$ cat src/rtl/imm_extend_pipe.sv
// Immediate extender (sign / zero / upper) behind a 2-entry in-order result buffer.
// Optional macro IMM_EXTEND_LUI_EN enables Mode 10 (upper); otherwise Mode 10 flags Mode_err.
module imm_extend_pipe #(
  parameter int WL = 32,
  parameter int IW = 16
) (
  input  logic          CLK,
  input  logic          RST_N,
  input  logic          in_valid,
  output logic          in_ready,
  input  logic [IW-1:0] Imm,
  input  logic [1:0]    Mode,
  output logic          out_valid,
  input  logic          out_ready,
  output logic [WL-1:0] Simm,
  output logic          Mode_err
);

  typedef struct packed {
    logic          err;
    logic [WL-1:0] val;
  } res_t;

  res_t       ext_d;
  res_t       head_q, head_d;
  res_t       tail_q, tail_d;
  logic [1:0] cnt_q, cnt_d;
  logic       rdy_en_q;
  logic       push, pop;

  always_comb begin
    ext_d = '0;
    case (Mode)
      2'b00: begin
        ext_d.val[IW-1:0] = Imm;
        for (int i = IW; i < WL; i++) ext_d.val[i] = Imm[IW-1];
      end
      2'b01: ext_d.val[IW-1:0] = Imm;
`ifdef IMM_EXTEND_LUI_EN
      2'b10: ext_d.val[WL-1 -: IW] = Imm;
`else
      2'b10: ext_d.err = 1'b1;
`endif
      default: ext_d.err = 1'b1;
    endcase
  end

  // rdy_en_q keeps in_ready low through reset and the first edge after release
  assign in_ready  = rdy_en_q && (cnt_q != 2'd2);
  assign out_valid = (cnt_q != 2'd0);
  assign push      = in_valid && in_ready;
  assign pop       = out_valid && out_ready;
  assign Simm      = head_q.val;
  assign Mode_err  = head_q.err;

  always_comb begin
    head_d = head_q;
    tail_d = tail_q;
    cnt_d  = cnt_q;
    case (cnt_q)
      2'd0: if (push) begin
        head_d = ext_d;
        cnt_d  = 2'd1;
      end
      2'd1: begin
        if (push && pop) head_d = ext_d;
        else if (push) begin
          tail_d = ext_d;
          cnt_d  = 2'd2;
        end else if (pop) cnt_d = 2'd0;
      end
      default: if (pop) begin
        head_d = tail_q;
        cnt_d  = 2'd1;
      end
    endcase
  end

  always_ff @(posedge CLK or negedge RST_N) begin
    if (!RST_N) begin
      head_q   <= '0;
      tail_q   <= '0;
      cnt_q    <= 2'd0;
      rdy_en_q <= 1'b0;
    end else begin
      head_q   <= head_d;
      tail_q   <= tail_d;
      cnt_q    <= cnt_d;
      rdy_en_q <= 1'b1;
    end
  end

endmodule

$ cat config.mk
export PLATFORM = sky130hd
export DESIGN_NAME = imm_extend_pipe
export DESIGN_NICKNAME = d
export VERILOG_FILES = /design/src/rtl/imm_extend_pipe.sv
export SDC_FILE = /design/constraint.sdc
export NUM_CORES = 1
export LEC_CHECK = 0
export BUFFER_PORTS_ARGS = -buffer_cell sky130_fd_sc_hd__buf_2
export CORE_ASPECT_RATIO = 0.7
export CORE_UTILIZATION = 51
export CTS_CLUSTER_DIAMETER = 40
export CTS_CLUSTER_SIZE = 8
export DETAILED_ROUTE_END_ITERATION = 10
export MAX_ROUTING_LAYER = met4
export PLACE_DENSITY = 0.79
export REMOVE_ABC_BUFFERS = 1
export SLEW_MARGIN = 30
export SYNTH_ARGS = -nofsm -noshare
export SYNTH_HDL_FRONTEND = slang
export SYNTH_SLANG_ARGS = --single-unit
$ cat constraint.sdc
create_clock -name CLK -period 1.5 [get_ports CLK]
set_clock_uncertainty 0.05 [all_clocks]
set_input_delay 0.075 -clock CLK [delete_from_list [all_inputs] [get_ports CLK]]
set_output_delay 0.075 -clock CLK [all_outputs]
set_load 0.03 [all_outputs]
==> flow_summary.json, run 1 <==
{
  "min_path_type": "primary input to flop",
  "viasPerCell": 5.12,
  "final-setup-viol-count": 0,
  "syn_area_mm2": 0.00200,
  "min_from": "Imm[0]",
  "crit_type": "flop to flop",
  "n_antenna_cell": 0,
  "period_needed_ps": 1450,
  "dp_hpwl_mm": 2.58,
  "rsz0062_at_grt": "no",
  "p_leak_nw": 1.20,
  "ys_seq_elements": 39,
  "slew_headroom_pct": 59.9,
  "core_region_area_mm2": 0.00363,
  "post_cts_buffers": 0,
  "ff2ff_path_depth": 3,
  "final_util_pct": 66.0,
  "syn_area_per_cell_um2": 11.2,
  "arrival_ps": 1580,
  "final_cell_mix": "buf_2 (55), dfrtp_1 (38), o21ai_0 (26)",
  "hold_path_depth": 3,
  "end_kind": "flop",
  "ir_worst_vdd_mv": 0.764,
  "dieHeight_um": 54.4,
  "vias": 1414,
  "fillCellCount": 298,
  "cts_tree": "built",
  "drc_errors": 0,
  "grt_pass1_wl_mm": 6.26,
  "synthDistinctLibCells": 24,
  "post_drt_wl_per_cell_um": 13.4,
  "drive_gt1_share_pct": 46.5,
  "rr_endpoint": "Mode_err",
  "clk_latency_ps": 300,
  "final_cell_count_no_fill": 276,
  "worstMarginPinSlew_ps": 602,
  "whs_endpoint": "tail_q[0]",
  "dp.cells": 266,
  "yosysWarningCount": 0,
  "grt.total_usage_pct": 20.9,
  "r2r-start": "cnt_q[1]",
  "grt_pass1_vias": 1302,
  "first_iter_violations": 57,
  "final_common_cell": "buf_2",
  "synthCells": 179,
  "finalHoldViolations": 0,
  "ys_dominant_reg_cell": "dfrtp_1",
  "grt_max_degree": 57,
  "io_pins": 57,
  "fin_nets": 247,
  "status": "completed",
  "rows": 18,
  "routed_wl_mm": 3.69,
  "cap_violations": 0,
  "reg2reg_slack_ps": 50,
  "async_reset_ff_share_pct": 100,
  "gp_congestion": 0.729,
  "power.density_mw_per_mm2": 1450,
  "antenna_found_initial": 0,
  "crit_fanout": 56,
  "clock-sinks": 39,
  "final.period_utilization_pct": 96.5,
  "fp.dieW_um": 76.9,
  "maxSlewViolCount": 0,
  "crit_path_start_kind": "flop",
  "htree_levels": 2,
  "synth_edf_count": 0,
  "port_buffers": 56,
  "dieArea_mm2": 0.00418,
  "fmax_ghz": 0.691,
  "initial_core_util_pct": 55.2,
  "grt_overflow": 0,
  "cts_buffers": 5,
  "root_buffer": "clkbuf_8",
  "synth-seq-area-share_pct": 48.8,
  "clk_pin_slew_ps": 80,
  "area_delta_synth_final_pct": 19.5,
  "clock_path_buffers": 2,
  "worstPathRequired_ps": 1630,
  "final_antenna_net_count": 0,
  "drtPass1Iterations": 4
}
-- cells by family after synthesis --
group	count (synthesis)	share of synthesized area [%]
buffers and inverters	29	9.69
AND/OR/NAND/NOR	35	9.19
multiplexers	26	16.5
other	1	0.187
flip-flops	39	48.8
AO/OA/AOI/OAI	49	15.7
-- per-stage QoR --
stage	area, µm²	setup TNS (ps)	worst slack (ps)	power [mW]	hold slack [ps]
CTS	2390	0	46.2	3.48	0.544
global placement	2260	0	106	2.57	60.9
global route	2390	0	6.75	3.66	4.36
detailed placement	2260	0	75.3	2.60	62.5
finish	2390	0	52.2	3.46	4.58
floorplan	1820	-52220	-2270	2.22	-271
-- cell type report --
type	instances	area (µm²)	share of cell area, %
flip-flops and latches	39	977	40.8
multi-input cells	111	832	34.8
repair buffers	66	400	16.7
clock buffers	5	68.8	2.88
well taps	50	62.6	2.62
clock inverters	3	43.8	1.83
inverters	2	7.51	0.314
-- report_power, final --
part | switching [mW] | total [mW] | internal (mW)
Combinational | 0.675 | 1.12 | 0.446
Clock | 0.387 | 0.882 | 0.495
Sequential | 0.150 | 1.46 | 1.31
Total | 1.21 | 3.46 | 2.25
-- routing by layer --
| metal | GRT usage (%) | part of all wire [%] | up-vias | wire (µm) |
|---|---|---|---|---|
| li1 | - | - | 700 | - |
| met1 | 26.9 | 50 | 657 | 1850 |
| met2 | 31.8 | 42 | 52 | 1560 |
| met3 | 5.50 | 6.0 | 5 | 220 |
| met4 | 8.65 | 1.4 | 0 | 53 |
| met5 | - | 0 | - | 0 |
-- timing repair --
item	in CTS	in global routing
hold buffers	2	0
resized for setup	0	2
endpoints found under the hold margin	26	0
setup endpoints to repair	0	1
-- critical path: stages, from the launching register on --
cell	delay [ps]
dfrtp_2	420
buf_12	230
mux2_2	350
mux2_2	260
-- synthesized netlist by cell type, types with 3 or more instances --
cell type / number / share of area [%]
o21ai_0: 26 / 6.5
mux2_2: 16 / 9.0
buf_2: 5 / 1.2
nand2_1: 14 / 2.6
dfrtp_1: 39 / 49
clkbuf_1: 3 / 0.56
nor2b_1: 3 / 0.94
mux2_4: 10 / 7.5
buf_4: 18 / 6.8
o31ai_1: 14 / 5.2
nand2b_1: 14 / 4.4
-- worst max path at each step --
| stage | start | end | cells past startpoint |
|---|---|---|---|
| 4_1_cts | cnt_q[1] | Mode_err | 4 |
| 5_1_grt | cnt_q[1] | Mode_err | 3 |
| 3_5_place_dp | cnt_q[1] | Mode_err | 4 |
| 3_3_place_gp | cnt_q[1] | Simm[12] | 4 |
| 6_report | cnt_q[1] | Mode_err | 3 |
| 2_1_floorplan | Simm[30] | Simm[30] | 1 |
-- flip-flops by register name (all words and copies together), names as in the netlist --
signal	count
Mode_err	1
Simm	17
cnt_q	2
rdy_en_q	1
tail_q	18
(Power assumes the default switching activity.)
==> run 2, diff against run 1 <==
- ABC_CLOCK_PERIOD_IN_PS: not set -> 1500
- CORE_UTILIZATION: 51 -> 49
- PLACE_DENSITY: 0.79 -> 0.76
==> flow_summary.json, run 2 (synthesized netlist as in run 1, its figures left out) <==
{
  "status": "completed",
  "port_buffers": 56,
  "grt_pass1_vias": 1312,
  "max_stage_delay_ps": 450,
  "cts-resized-gates": 0,
  "end_kind": "flop",
  "final_antenna_net_count": 0,
  "clock-sinks": 39,
  "fillCellCount": 346,
  "min_path_type": "primary input to flop",
  "fp.dieW_um": 78.4,
  "crit_fanout": 13,
  "gp_congestion": 0.822,
  "root_buffer": "clkbuf_8",
  "area_delta_synth_final_pct": 17.3,
  "clk_latency_ps": 290,
  "p_leak_nw": 1.17,
  "dp_hpwl_mm": 2.49,
  "initial_core_util_pct": 51.0,
  "antenna_found_initial": 0,
  "core_region_area_mm2": 0.00392,
  "grt_pass1_wl_mm": 6.11,
  "dieArea_mm2": 0.00435,
  "final-setup-viol-count": 0,
  "grt_overflow": 0,
  "finalHoldViolations": 0,
  "slowest_stage": "dfrtp_2",
  "cts_tree": "built",
  "ir_worst_vdd_mv": 0.579,
  "hold_buffers": 2,
  "final_common_cell": "buf_2",
  "largest-register": "tail_q",
  "clock_path_buffers": 2,
  "drtPass1Iterations": 4,
  "grt_max_degree": 31,
  "multiInputGateArea_um2": 832,
  "clk_pin_slew_ps": 70,
  "viasPerCell": 5.07,
  "rsz0062_at_grt": "no",
  "htree_levels": 2,
  "arrival_ps": 1550,
  "holdWs_ps": 11.2,
  "power.density_mw_per_mm2": 1380,
  "dieHeight_um": 55.5,
  "post_drt_wl_per_cell_um": 13.1,
  "first_iter_violations": 88,
  "fin_tns_setup_ps": 0,
  "crit_type": "flop to flop",
  "cap_violations": 0,
  "fin_nets": 247,
  "fmax_ghz": 0.700,
  "final_cell_mix": "buf_2 (56), dfrtp_1 (38), o21ai_0 (26)",
  "grt.total_usage_pct": 18.9,
  "crit_path_start_kind": "flop",
  "drive_gt1_share_pct": 45.6,
  "final.period_utilization_pct": 95.2,
  "path_cells": "a21o_2, o21ai_4, buf_12, mux2_2",
  "seqCellArea_um2": 977,
  "vias": 1409,
  "maxSlewViolCount": 0,
  "cts_buffers": 5,
  "routed_wl_mm": 3.64,
  "rows": 19,
  "largest_register_ffs": 18,
  "n_antenna_cell": 0,
  "drc_errors": 0,
  "post_cts_buffers": 0,
  "io_pins": 57,
  "worstPathRequired_ps": 1630,
  "period_needed_ps": 1430
}
[run 2: worst paths after layout]
kind	from	end	slack [ps]	depth (start not counted)
setup / recovery	cnt_q[1]	Simm[12]	70	4
hold / removal	Imm[14]	tail_q[14]	10	3
setup reg to reg	cnt_q[1]	Simm[12]	70	4
hold reg to reg	Simm[0]	Simm[0]	460	1
max in group asynchronous	RST_N	tail_q[9]	650	3
min in group asynchronous	RST_N	tail_q[2]	190	2
[run 2: area by class of cell]
class / instances / area share [%]
well taps: 52 / 2.77
flip-flops and latches: 39 / 41.6
multi-input cells: 111 / 35.4
repair buffers: 66 / 16.4
clock inverters: 1 / 0.213
clock buffers: 7 / 3.25
inverters: 2 / 0.320
[run 2: where the power goes]
part           internal [mW]  switching, mW  total, mW
combinational          0.438          0.671       1.11
sequential              1.31          0.142       1.45
clock                  0.326          0.347      0.673
total                   2.07           1.16       3.23
[run 2: routing by layer]
| metal | wire length, µm | GRT usage, % | vias up |
|---|---|---|---|
| li1 | - | - | 699 |
| met1 | 1840 | 25.3 | 647 |
| met2 | 1560 | 28.6 | 56 |
| met3 | 201 | 4.63 | 7 |
| met4 | 42 | 5.56 | 0 |
| met5 | 0 | - | - |
[run 2: critical path, delay by kind of cell (launching register included)]
| family | cells | cell delay, ps |
|---|---|---|
| buf+inv | 1 | 170 |
| mux | 1 | 340 |
| flops | 1 | 450 |
| compound gates | 2 | 310 |
[run 2: metrics by stage]
| stage | setup WS, ps | instance area (µm²) | total power, mW | util (%) | cells |
|---|---|---|---|---|---|
| after floorplan | -2270 | 1820 | 2.22 | - | 152 |
| after global placement | 103 | 2250 | 2.55 | 57.3 | 268 |
| after detailed placement | 74.1 | 2250 | 2.58 | 57.3 | 268 |
| after CTS | 68.0 | 2350 | 3.26 | 59.9 | 278 |
| after global routing | 37.6 | 2350 | 3.41 | 59.9 | 278 |
| final | 72.0 | 2350 | 3.23 | 59.9 | 278 |
